<file path="config.mk">
export PLATFORM = sky130hd
export DESIGN_NAME = store_credit_tracker
export DESIGN_NICKNAME = d
export VERILOG_FILES = /design/src/rtl/store_credit_tracker.sv
export SDC_FILE = /design/constraint.sdc
export NUM_CORES = 1
export LEC_CHECK = 0
export BUFFER_PORTS_ARGS = -buffer_cell sky130_fd_sc_hd__buf_4
export CELL_PAD_IN_SITES_DETAIL_PLACEMENT = 1
export CELL_PAD_IN_SITES_GLOBAL_PLACEMENT = 1
export CORE_MARGIN = 5
export CORE_UTILIZATION = 38
export CTS_CLUSTER_SIZE = 30
export DETAILED_ROUTE_END_ITERATION = 8
export PLACE_DENSITY = 0.8
export SYNTH_ARGS = -nofsm -noshare
export SYNTH_HDL_FRONTEND = slang
export SYNTH_SLANG_ARGS = --single-unit
</file>
<file path="constraint.sdc">
create_clock -name clk_i -period 4.86 [get_ports clk_i]
set_clock_uncertainty 0.15 [all_clocks]
set_input_delay 0.243 -clock clk_i [delete_from_list [all_inputs] [get_ports clk_i]]
set_output_delay 0.243 -clock clk_i [all_outputs]
set_load 0.02 [all_outputs]
</file>
<file path="src/rtl/store_credit_tracker.sv">
// Store credit tracker: bounds granted-but-unacknowledged stores and drains them on fence.
// Optional watchdog on stalled acks is enabled by defining STORE_CREDIT_WATCHDOG_EN.
module store_credit_tracker #(
  parameter int MaxOutstandingStores = 7,
  parameter int TimeoutCycles        = 1024,
  localparam int CntWidth            = $clog2(MaxOutstandingStores + 1)
) (
  input  logic                clk_i,
  input  logic                rst_ni,
  input  logic                st_req_i,
  output logic                st_gnt_o,
  input  logic                st_ack_i,
  input  logic                fence_req_i,
  output logic                fence_done_o,
  output logic [CntWidth-1:0] outstanding_o,
  output logic                full_o,
  output logic                empty_o,
  output logic                underflow_o,
  output logic                timeout_o
);

  // state | meaning
  // IDLE  | no stores outstanding, issue allowed
  // BUSY  | one or more stores outstanding, issue allowed
  // DRAIN | fence pending, issue blocked until count reaches zero
  // DONE  | drain complete, fence_done_o high for this one cycle
  localparam logic [1:0] IDLE  = 2'd0;
  localparam logic [1:0] BUSY  = 2'd1;
  localparam logic [1:0] DRAIN = 2'd2;
  localparam logic [1:0] DONE  = 2'd3;

  localparam logic [CntWidth-1:0] CntMax  = CntWidth'(MaxOutstandingStores);
  localparam logic [CntWidth-1:0] CntZero = '0;
  localparam logic [CntWidth-1:0] CntOne  = CntWidth'(1);

  logic [1:0]          state_q, state_d;
  logic [CntWidth-1:0] count_q, count_d;
  logic                full_q, empty_q, underflow_q;
  logic                issue_state;
  logic                gnt;

  // Grant depends only on registered state and the request, never on the ack.
  assign issue_state = (state_q == IDLE) || (state_q == BUSY);
  assign gnt         = rst_ni && st_req_i && !full_q && issue_state;

  always_comb begin
    count_d = count_q;
    if (gnt && !st_ack_i) begin
      count_d = count_q + CntOne;
    end else if (!gnt && st_ack_i && (count_q != CntZero)) begin
      count_d = count_q - CntOne;
    end
  end

  always_comb begin
    state_d = state_q;
    case (state_q)
      IDLE, BUSY: begin
        if (fence_req_i)              state_d = DRAIN;
        else if (count_d != CntZero)  state_d = BUSY;
        else                          state_d = IDLE;
      end
      DRAIN:   if (count_q == CntZero) state_d = DONE;
      DONE:    state_d = IDLE;
      default: state_d = IDLE;
    endcase
  end

  always_ff @(posedge clk_i) begin
    if (!rst_ni) begin
      state_q     <= IDLE;
      count_q     <= CntZero;
      full_q      <= 1'b0;
      empty_q     <= 1'b1;
      underflow_q <= 1'b0;
    end else begin
      state_q <= state_d;
      count_q <= count_d;
      full_q  <= (count_d == CntMax);
      empty_q <= (count_d == CntZero);
      if (st_ack_i && (count_q == CntZero)) underflow_q <= 1'b1;
    end
  end

`ifdef STORE_CREDIT_WATCHDOG_EN
  localparam int WdWidth = $clog2(TimeoutCycles + 1);
  localparam logic [WdWidth-1:0] WdLimit = WdWidth'(TimeoutCycles);
  localparam logic [WdWidth-1:0] WdLast  = WdWidth'(TimeoutCycles - 1);

  logic [WdWidth-1:0] wd_q;
  logic               timeout_q;
  logic               wd_run;

  assign wd_run = !st_ack_i && (count_q != CntZero);

  // Timeout asserts on the same edge the counter reaches the limit.
  always_ff @(posedge clk_i) begin
    if (!rst_ni) begin
      wd_q      <= '0;
      timeout_q <= 1'b0;
    end else begin
      if (!wd_run)              wd_q <= '0;
      else if (wd_q != WdLimit) wd_q <= wd_q + WdWidth'(1);
      if (wd_run && (wd_q == WdLast)) timeout_q <= 1'b1;
    end
  end

  assign timeout_o = timeout_q;
`else
  assign timeout_o = 1'b0;
`endif

  assign st_gnt_o      = gnt;
  assign fence_done_o  = (state_q == DONE);
  assign outstanding_o = count_q;
  assign full_o        = full_q;
  assign empty_o       = empty_q;
  assign underflow_o   = underflow_q;

endmodule

</file>
======== Word-level counts from Yosys, hierarchy flattened ========
Cells that the tools add are included.
storage, ports and cells
  output and inout bits ................... 9
  bits in registers ....................... 8
  word-level logic and storage cells ...... 35
cells by class
  reductions and logical operators ........ 17
  equal/unequal tests ..................... 5
  add/sub/neg operators ................... 2
  muxes and demuxes ....................... 6
operators with widths
  cell                                                  count
  logical AND 1 bit                                     7
  zero test 3 bit                                       2
  two-way mux 3 bit                                     2
  case mux 2 bit (3 select lines)                       1
  nonzero test 3 bit                                    2
  equality test 2 bit (second input constant)           2
  two-way mux 2 bit                                     2
  adder 3 x 1 -> 3 bit (second input constant)          1
  equality test 3 bit (second input constant)           1
  zero test 1 bit                                       3
  subtractor 3 x 1 -> 3 bit (second input constant)     1
  equality test 2 x 1 -> 1 bit (second input constant)  1
  zero test 2 bit                                       1
  inequality test 2 bit (second input constant)         1
  OR reduction 2 bit                                    1
  logical OR 1 bit                                      1
  two-way mux 1 bit                                     1

======== Depth between registers and ports, before layout ========
Gate-level depths: netlist of run 1.
  word-level depth ........................ 12
  mapped depth ............................ 6
  gate-level depth less buffers ........... 6

======== Worst setup path before layout of run 1 ========
Ideal clock, no wire load.
  path type ............................... reg2reg
  start point ............................. register full_q (netlist: full_o)
  end point ............................... register state_q[0]
  stages on the path, launching flop included .. 7
  setup slack ............................. 3059 ps
  arrival time ............................ 1505 ps
  buffers on the path ..................... 1
  path through ............................ dfxtp_1 nand4bb_1 buf_6 inv_6 mux2_4 a211oi_4 a41oi_1
on the way
  cells in the longest elaborated chain, start to end .. 12
  elaborated cells between the ends (all ways) .. 13
  those cells by class .................... mux: 5; reduce/logical: 8
ends and longest elaborated chain
  element                            RTL line  source
  from (decl)                        38        logic full_q, empty_q, underflow_q;
  from (signal assigned)             79        full_q <= (count_d == CntMax);
  zero test 1 bit *                  44        assign gnt = rst_ni && st_req_i && !full_q && issue_state;
  logical AND 1 bit * (2 in a row)   44
  via st_gnt_o                       11        output logic st_gnt_o,
  zero test 1 bit                    50        end else if (!gnt && st_ack_i && (count_q != CntZero)) begin
  logical AND 1 bit (2 in a row)     50
  two-way mux 3 bit                  50
  two-way mux 3 bit *                48        if (gnt && !st_ack_i) begin
  nonzero test 3 bit *               60        else if (count_d != CntZero) state_d = BUSY;
  two-way mux 1 bit *                60
  two-way mux 2 bit *                59        if (fence_req_i) state_d = DRAIN;
  case mux 2 bit (3 select lines) *  57        case (state_q)
  to (signal assigned)               77        state_q <= state_d;
  to (decl)                          36        logic [1:0] state_q, state_d;
Mark *: on every way through the listed nets, which the timed path passes. The rest lies on a longest branch.
A chain may end at the register's enable or synchronous reset.

======== Worst setup path in the final report of run 1 ========
  start point ............................. register state_q[1]
  end point ............................... register state_q[0]
on the way
  cells in the longest elaborated chain, start to end .. 12
  elaborated cells between the ends (all ways) .. 18
  those cells by class .................... eq/ne: 4; mux: 5; reduce/logical: 9
ends and longest elaborated chain
  element                                                                 RTL line  source
  equality test 2 x 1 -> 1 bit / zero test 2 bit (equally long branches)  43, 57
  logical OR 1 bit                                                        43        assign issue_state = (state_q == IDLE) || (state_q == BUSY);
  logical AND 1 bit                                                       44
  zero test 1 bit                                                         50
  logical AND 1 bit (2 in a row)                                          50
  two-way mux 3 bit                                                       50
  two-way mux 3 bit                                                       48
  nonzero test 3 bit                                                      60
  two-way mux 1 bit                                                       60
  two-way mux 2 bit                                                       59
  case mux 2 bit (3 select lines)                                         57
Several ways; a longest one is shown, not always the timed one.

==> reports/summary.txt, run 1 <==
Worst VDD drop - 180 uV
drt first-iter violations - 4
Core Footprint - 0.00128 mm2
gpl congestion - 0.722
chip height - 46.7 um
post-synth cell types - 33
reg2reg end - state_q[0]
final hold vios - 0
GRT Total Usage - 13.5%
H-tree levels - 1
CP arrival - 2.00 ns
Crit. End Element - register
CTS tree - built
final net count - 78
Starting Density - 39.9%
first-pass GRT wire length - 2100 um
clk sinks - 8
Clock Pin Slew Worst Setup and Hold Paths - 0.06 ns
area of the mapped netlist - 513 um2
hold depth - 3
met2 GRT Util - 22.5%
top_reg_cell synth - dfxtp_1
sequential share of the synthesized area - 31.2%
clk_lat worst skew - 0.26 ns
Setup Slack @ Placement - 2.83 ns
CP startpoint kind - register
post-layout util - 48.4%
RSZ-0062 raised after global routing - false
Register-to-Register Path Depth - 5
clk root buf - clkbuf_4
Vias/cell - 5.49
largest net degree at the start of global routing - 11
Post-Syn Instances - 56
syn nets - 64
Die X - 46.7 um
part of the cycle the worst path needs - 41.9%
final worst slack - 2.82 ns
min Tclk post-route - 2.04 ns
synth warn - 0
gr busiest metal - met2
die area - 0.00218 mm2
DR DRC count - 0
post-synthesis async set-or-reset flop share - 0%
GRT overflow - 0
Hold Buf Count CTS - 0
Post-synth EDFFs - 0
fmax - 0.491 GHz
met1 Track Usage GR - 16.2%
Antenna Cells - 0
Syn Area/Cell - 9.16 um2
Hold Path End - state_q[0]
DR WL/cell - 14.9 um
Port-buffer cells - 12
# rows - 13
Post-CTS Setup Bufs - 0
vias in the first global route - 475
drt total wl - 1230 um
CTS resizes - 0
leakage power - 0.269 nW
Max-cap violations - 0
Final setup viols - 0
total power - 0.244 mW
WP data required - 4.83 ns
Vias - 456
Slew Limit Fails - 0
crit path kind - reg -> reg
hold_sp - rst_ni
DRT Pass-1 Iters - 4
initial antenna violation count - 0
R2R Setup Slk - 2.82 ns
GR Layer Usage met3 - 6.13%
Critical Path Fanout Max - 7
reg2reg start - state_q[1]
synthesis-stage register bit count - 8
Power Dens Cells - 393 mW/mm2
Area Overhead vs Synth - 21.2%
share of cells above drive strength 1 - 30.9%
setup_tns - 0 ns
status - finished, final reports clean
CTS Buf Count - 3
Hold WC Path Type - in -> reg
Longest Clk Path Bufs - 2
Antenna Violating Nets Remaining - 0
DP HPWL - 1020 um
num ports - 14
## synth_stat cells (2+ instances only)
library cell | number | area share (%)
a21oi_1 | 2 | 2.0
dfxtp_1 | 8 | 31
ha_1 | 3 | 7.3
inv_1 | 4 | 2.9
nand2_1 | 2 | 1.5
nand2b_1 | 3 | 3.7
nand4_1 | 2 | 2.4
nor2_1 | 4 | 2.9
nor2b_1 | 2 | 2.4
nor3_1 | 3 | 2.9
## layer usage
| metal | share of wire (%) | routed length, um | vias to the layer above |
|---|---|---|---|
| met5 | 0 | 0 | - |
| met4 | 0 | 0 | 0 |
| met3 | 5.1 | 63 | 0 |
| met2 | 53 | 649 | 8 |
| met1 | 42 | 521 | 220 |
| li1 | - | - | 228 |
## cell type report
class	instances	area [um2]
clock buffers	3	22.5
fillers	162	663
inverters	5	23.8
multi-input cells	40	307
flip-flops and latches	8	160
well taps	15	18.8
repair buffers	12	90.1
## critical path: stages, from the launching register on
cell and delay [ns]:
dfxtp_1 0.34, nand4bb_1 0.44, inv_6 0.21, mux2_4 0.33, a211oi_4 0.30, a41oi_1 0.14
## cells by family after synthesis
| kind of cell | synth area share [%] |
|---|---|
| multiplexers | 4.88 |
| other | 0.731 |
| flip-flops | 31.2 |
| buffers and inverters | 9.02 |
| AO/OA/AOI/OAI | 18.5 |
| AND/OR/NAND/NOR | 28.3 |
| adder cells (fa/ha/maj) | 7.32 |
## flip-flops by register name (all words and copies together), names as in the netlist
signal         flops
empty_o            1
full_o             1
state_q            2
outstanding_o      3
underflow_o        1
## stage by stage
| step | instance area (um2) | hold slack (ns) | instances |
|---|---|---|---|
| after floorplan | 513 | 0.212 | 56 |
| after global placement | 599 | 0.308 | 80 |
| after detailed placement | 599 | 0.316 | 80 |
| after CTS | 622 | 0.0949 | 83 |
| after global routing | 622 | 0.112 | 83 |
| final | 622 | 0.114 | 83 |
## how the worst max path moves through the flow
stage                from         end  slack, ns
2_1_floorplan      full_o  state_q[0]       3.06
3_3_place_gp   state_q[1]  state_q[0]       2.87
3_5_place_dp   state_q[1]  state_q[0]       2.83
4_1_cts        state_q[1]  state_q[0]       2.82
5_1_grt        state_q[1]  state_q[0]       2.71
6_report       state_q[1]  state_q[0]       2.82
## cells in the final DEF, fill, tap and decap left out
| cell type | synthesis | routed |
|---|---|---|
| nand4_1 | 2 | 2 |
| mux2_4 | 1 | 1 |
| nor3b_1 | 1 | 1 |
| a211oi_4 | 1 | 1 |
| conb_1 | 1 | 1 |
| or2b_1 | 1 | 1 |
| nor2b_1 | 2 | 2 |
| a31o_1 | 1 | 1 |
| a41oi_1 | 1 | 1 |
| nand2_1 | 2 | 2 |
| o311ai_1 | 1 | 1 |
| buf_4 | 1 | 12 |
| nor4_2 | 1 | 1 |
| nor2_1 | 4 | 4 |
| a21oi_1 | 2 | 2 |
| o311ai_0 | 1 | 1 |
| clkbuf_4 | 0 | 3 |
| ha_1 | 3 | 3 |
| and2_2 | 1 | 1 |
| a311o_1 | 1 | 1 |
| o2111ai_1 | 1 | 1 |
| inv_6 | 1 | 1 |
| nand4bb_1 | 1 | 1 |
| mux2i_1 | 1 | 1 |
| and3_2 | 1 | 1 |
| inv_1 | 4 | 4 |
| nor3_1 | 3 | 3 |
| o21ai_1 | 1 | 1 |
| nand2b_1 | 3 | 3 |
| nor4bb_1 | 1 | 1 |
| dfxtp_1 | 8 | 8 |
| o22ai_1 | 1 | 1 |
## report_power, final
| part | internal, mW | leakage (nW) | switching, mW | total (mW) |
|---|---|---|---|---|
| Sequential | 0.0767 | 0.0658 | 0.0124 | 0.0891 |
| Clock | 0.0283 | 0.0138 | 0.0227 | 0.0509 |
| Combinational | 0.0453 | 0.189 | 0.0591 | 0.104 |
| Total | 0.150 | 0.269 | 0.0941 | 0.244 |
Power figures use the tool's default switching activity.
==> run 2, diff against run 1 <==
--- a/config.mk
+++ b/config.mk
@@ -5,14 +5,15 @@
 export SDC_FILE = /design/constraint.sdc
 export NUM_CORES = 1
 export LEC_CHECK = 0
+export ABC_AREA = 1
 export BUFFER_PORTS_ARGS = -buffer_cell sky130_fd_sc_hd__buf_4
 export CELL_PAD_IN_SITES_DETAIL_PLACEMENT = 1
 export CELL_PAD_IN_SITES_GLOBAL_PLACEMENT = 1
 export CORE_MARGIN = 5
-export CORE_UTILIZATION = 38
+export CORE_UTILIZATION = 34
 export CTS_CLUSTER_SIZE = 30
 export DETAILED_ROUTE_END_ITERATION = 8
-export PLACE_DENSITY = 0.8
+export PLACE_DENSITY = 0.75
 export SYNTH_ARGS = -nofsm -noshare
 export SYNTH_HDL_FRONTEND = slang
 export SYNTH_SLANG_ARGS = --single-unit
==> constraint.sdc (replaced) <==
create_clock -name clk_i -period 2.05 [get_ports clk_i]
set_clock_uncertainty 0.15 [all_clocks]
set_input_delay 0.1025 -clock clk_i [delete_from_list [all_inputs] [get_ports clk_i]]
set_output_delay 0.1025 -clock clk_i [all_outputs]
set_load 0.02 [all_outputs]
==> run 2 against run 1 <==
Power rose to 2.7 times the previous value; synthesized cell count rose by 18%; first-iteration DRC count fell by 50%; worst hold slack got worse by 0.037 ns; setup slack got worse by 2.6 ns; critical path depth rose by 5; largest power group unchanged.
==> reports/summary.txt, run 2 <==
status - finished, final reports clean
top_reg_cell synth - dfxtp_1
final instance count without filler cells - 98 (+18%)
Core Footprint - 0.00147 mm2 (+15%)
synthesis-stage register bit count - 8 (unchanged)
Starting Density - 34.9% (-5.1 points)
Post-Syn Instances - 66 (+18%)
Int Power - 0.389 mW (+160%)
combinational share of power - 49.5% (+6.8 points)
synth warn - 0 (unchanged)
Post-Synth XOR/XNOR Area - 1.71% (+1.7 points)
RSZ-0062 raised after global routing - false
Crit. End Element - register
clk root buf - clkbuf_4
Longest Clk Path Bufs - 2 (unchanged)
area of the mapped netlist - 513 um2 (unchanged)
# rows - 14 (+1)
Worst VDD drop - 365 uV (+100%)
Post-CTS Setup Bufs - 0 (unchanged)
CP arrival - 1.84 ns (-0.16 ns)
syn nets - 74 (+16%)
part of the cycle the worst path needs - 89.7% (+48 points)
top cells by instance count after synthesis - nand2_1 (12), dfxtp_1 (8), inv_1 (7)
Hold Buf Count CTS - 2 (+2)
Post-synth EDFFs - 0 (unchanged)
Clock Pin Slew Worst Setup and Hold Paths - 0.06 ns (about the same)
sequential share of power - 32.5% (-4.0 points)
leakage power - 0.325 nW (+21%)
most used cell, CP - nand2_1
Die X - 48.8 um (+4.5%)
adder-cell share of the synthesized area - 7.32% (unchanged)
Area Overhead vs Synth - 28.3%
GRT overflow - 0 (unchanged)
setup_tns - 0 ns (unchanged)
multiplexer area fraction after synthesis - 0% (-4.9 points)
CTS resizes - 0 (unchanged)
clk sinks - 8 (unchanged)
top cell family by delay on the critical path - compound AO/OA/AOI/OAI gates
Crit path largest cell delay - 0.39 ns (-0.05 ns)
post-synthesis async set-or-reset flop share - 0% (unchanged)
Max-cap violations - 0 (unchanged)
met2 GRT Util - 17.0% (-5.6 points)
Inst Count DP - 93 (+16%)
Final setup viols - 0 (unchanged)
count leader, synth - nand2_1
dominant cells by area after synthesis - dfxtp_1 (31%), nand2_1 (8.8%), ha_1 (7.3%), nand2_2 (7.3%), a21oi_2 (6.8%)
fmax - 0.544 GHz (+11%)
die area - 0.00239 mm2 (+9.2%)
share of cells above drive strength 1 - 42.7% (+12 points)
compound-cell area share of the yosys netlist - 13.4% (-5.1 points)
largest net degree at the start of global routing - 6 (-5)
gr busiest metal - met2
GR Layer Usage met3 - 3.06% (-3.1 points)
clk_lat worst skew - 0.25 ns (about the same)
CP startpoint kind - register
Hold WC Path Type - in -> reg
Max stage delay cell, worst path - dfxtp_1
GRT Total Usage - 9.87% (-3.7 points)
Largest register FFs - 3 (unchanged)
post-synth cell types - 24 (-27%)
CTS tree - built
switching part of the total - 41.3% (+2.8 points)
main combinational cell family by area after synthesis - simple AND/OR/NAND/NOR gates
DP HPWL - 929 um (-8.5%)
clock share of power - 18.1% (-2.7 points)
DR WL/cell - 11.2 um (-24%)
initial antenna violation count - 0 (unchanged)
most frequent cells in the layout - nand2_1 (12), buf_4 (12), dfxtp_1 (8)
Antenna Cells - 0 (unchanged)
chip height - 48.8 um (+4.5%)
first-pass GRT wire length - 1880 um (-11%)
num ports - 14 (unchanged)
Vias - 450 (-1.3%)
met1 Track Usage GR - 11.1% (-5.1 points)
crit path buf inv count - 1 (unchanged)
vias in the first global route - 472 (-0.63%)
Power Dens Cells - 1010 mW/mm2 (+160%)
NetSw - 0.274 mW (+190%)
min Tclk post-route - 1.84 ns (-0.197 ns)
drt first-iter violations - 2 (-2)
Critical Path Fanout Max - 5 (-2)
drt total wl - 1100 um (-11%)
final net count - 92 (+18%)
WP data required - 2.05 ns (-2.78 ns)
Syn Area/Cell - 7.77 um2 (-15%)
CP cell instances - inv_1, ha_1, a21oi_4, nand2_4, nand2_1, o21ai_1, a21oi_2, nand2_1, nand2_1, a21oi_2
Synth top area share - 31.2% (unchanged)
Simple-Gate Fraction of Synth Area - 34.4% (+6.1 points)
Antenna Violating Nets Remaining - 0 (unchanged)
sequential share of the synthesized area - 31.2% (unchanged)
Vias/cell - 4.59 (-16%)
DRT Pass-1 Iters - 2 (-2)
H-tree levels - 1 (unchanged)
gpl congestion - 0.703 (-2.6%)
DR DRC count - 0 (unchanged)
Port-buffer cells - 12 (unchanged)
Slew Limit Fails - 0 (unchanged)
crit path kind - reg -> reg
CTS Buf Count - 3 (unchanged)
cell taking the most area after synthesis - dfxtp_1
final hold vios - 0 (unchanged)
run 2: cell count changes in the layout (fill, tap and decap cells not counted), moves of 3 or more:
| cell | delta |
|---|---|
| nand2_1 | +10 |
| nand2_4 | +3 |
| inv_1 | +3 |
| nand2b_1 | -3 |
| nand2_2 | +6 |
| a21oi_2 | +4 |
run 2: cell type report:
type	count	area (um2)
Fill cell	190	813
Multi-Input combinational cell	46	295
Sequential cell	8	160
Timing Repair Buffer	14	110
Inverter	11	50.0
Clock buffer	3	22.5
Tap cell	16	20.0
run 2: worst reg2reg max path, stage by stage (launching register included):
cell and delay [ns]:
dfxtp_1 0.39, inv_1 0.11, ha_1 0.26, a21oi_4 0.19
nand2_4 0.09, nand2_1 0.06, o21ai_1 0.08, a21oi_2 0.19
nand2_1 0.09, nand2_1 0.08, a21oi_2 0.05
run 2: logic make-up after synthesis:
group,after synthesis
AO/OA/AOI/OAI,8
other,1
buffers and inverters,12
AND/OR/NAND/NOR,33
XOR/XNOR,1
flip-flops,8
adder cells (fa/ha/maj),3
run 2: metal layers:
metal  share of wire, %  up-vias
li1                   -      234
met2                 50        8
met5                  0        -
met1                 45      208
met4                  0        0
met3                4.3        0
run 2: power groups by stage:
| stage | registers (mW) | logic, mW | clock network (mW) |
|---|---|---|---|
| after floorplan | 0.247 | 0.205 | 0 |
| after global placement | 0.216 | 0.326 | 0 |
| after detailed placement | 0.219 | 0.331 | 0 |
| after CTS | 0.216 | 0.335 | 0.126 |
| after global routing | 0.220 | 0.360 | 0.132 |
| final | 0.215 | 0.328 | 0.120 |
run 2: worst paths after layout:
kind,cells after the start,slack (ns),to,startpoint
hold reg to reg,1,0.35,underflow_o,underflow_o
hold / removal,4,0.08,outstanding_o[1],st_ack_i
setup / recovery,10,0.21,state_q[0],outstanding_o[0]
setup reg to reg,10,0.21,state_q[0],outstanding_o[0]
run 2: per-stage QoR:
stage | power [mW] | setup slack (ns) | area (um2) | hold slack (ns) | utilization [%]
after detailed placement | 0.550 | 0.205 | 616 | 0.169 | 41.8
final | 0.663 | 0.212 | 658 | 0.0768 | 44.7
after CTS | 0.677 | 0.193 | 658 | 0.0683 | 44.7
after floorplan | 0.453 | 0.218 | 513 | 0.0215 | -
after global placement | 0.542 | 0.252 | 616 | 0.170 | 41.8
after global routing | 0.712 | 0.0801 | 658 | 0.0967 | 44.7
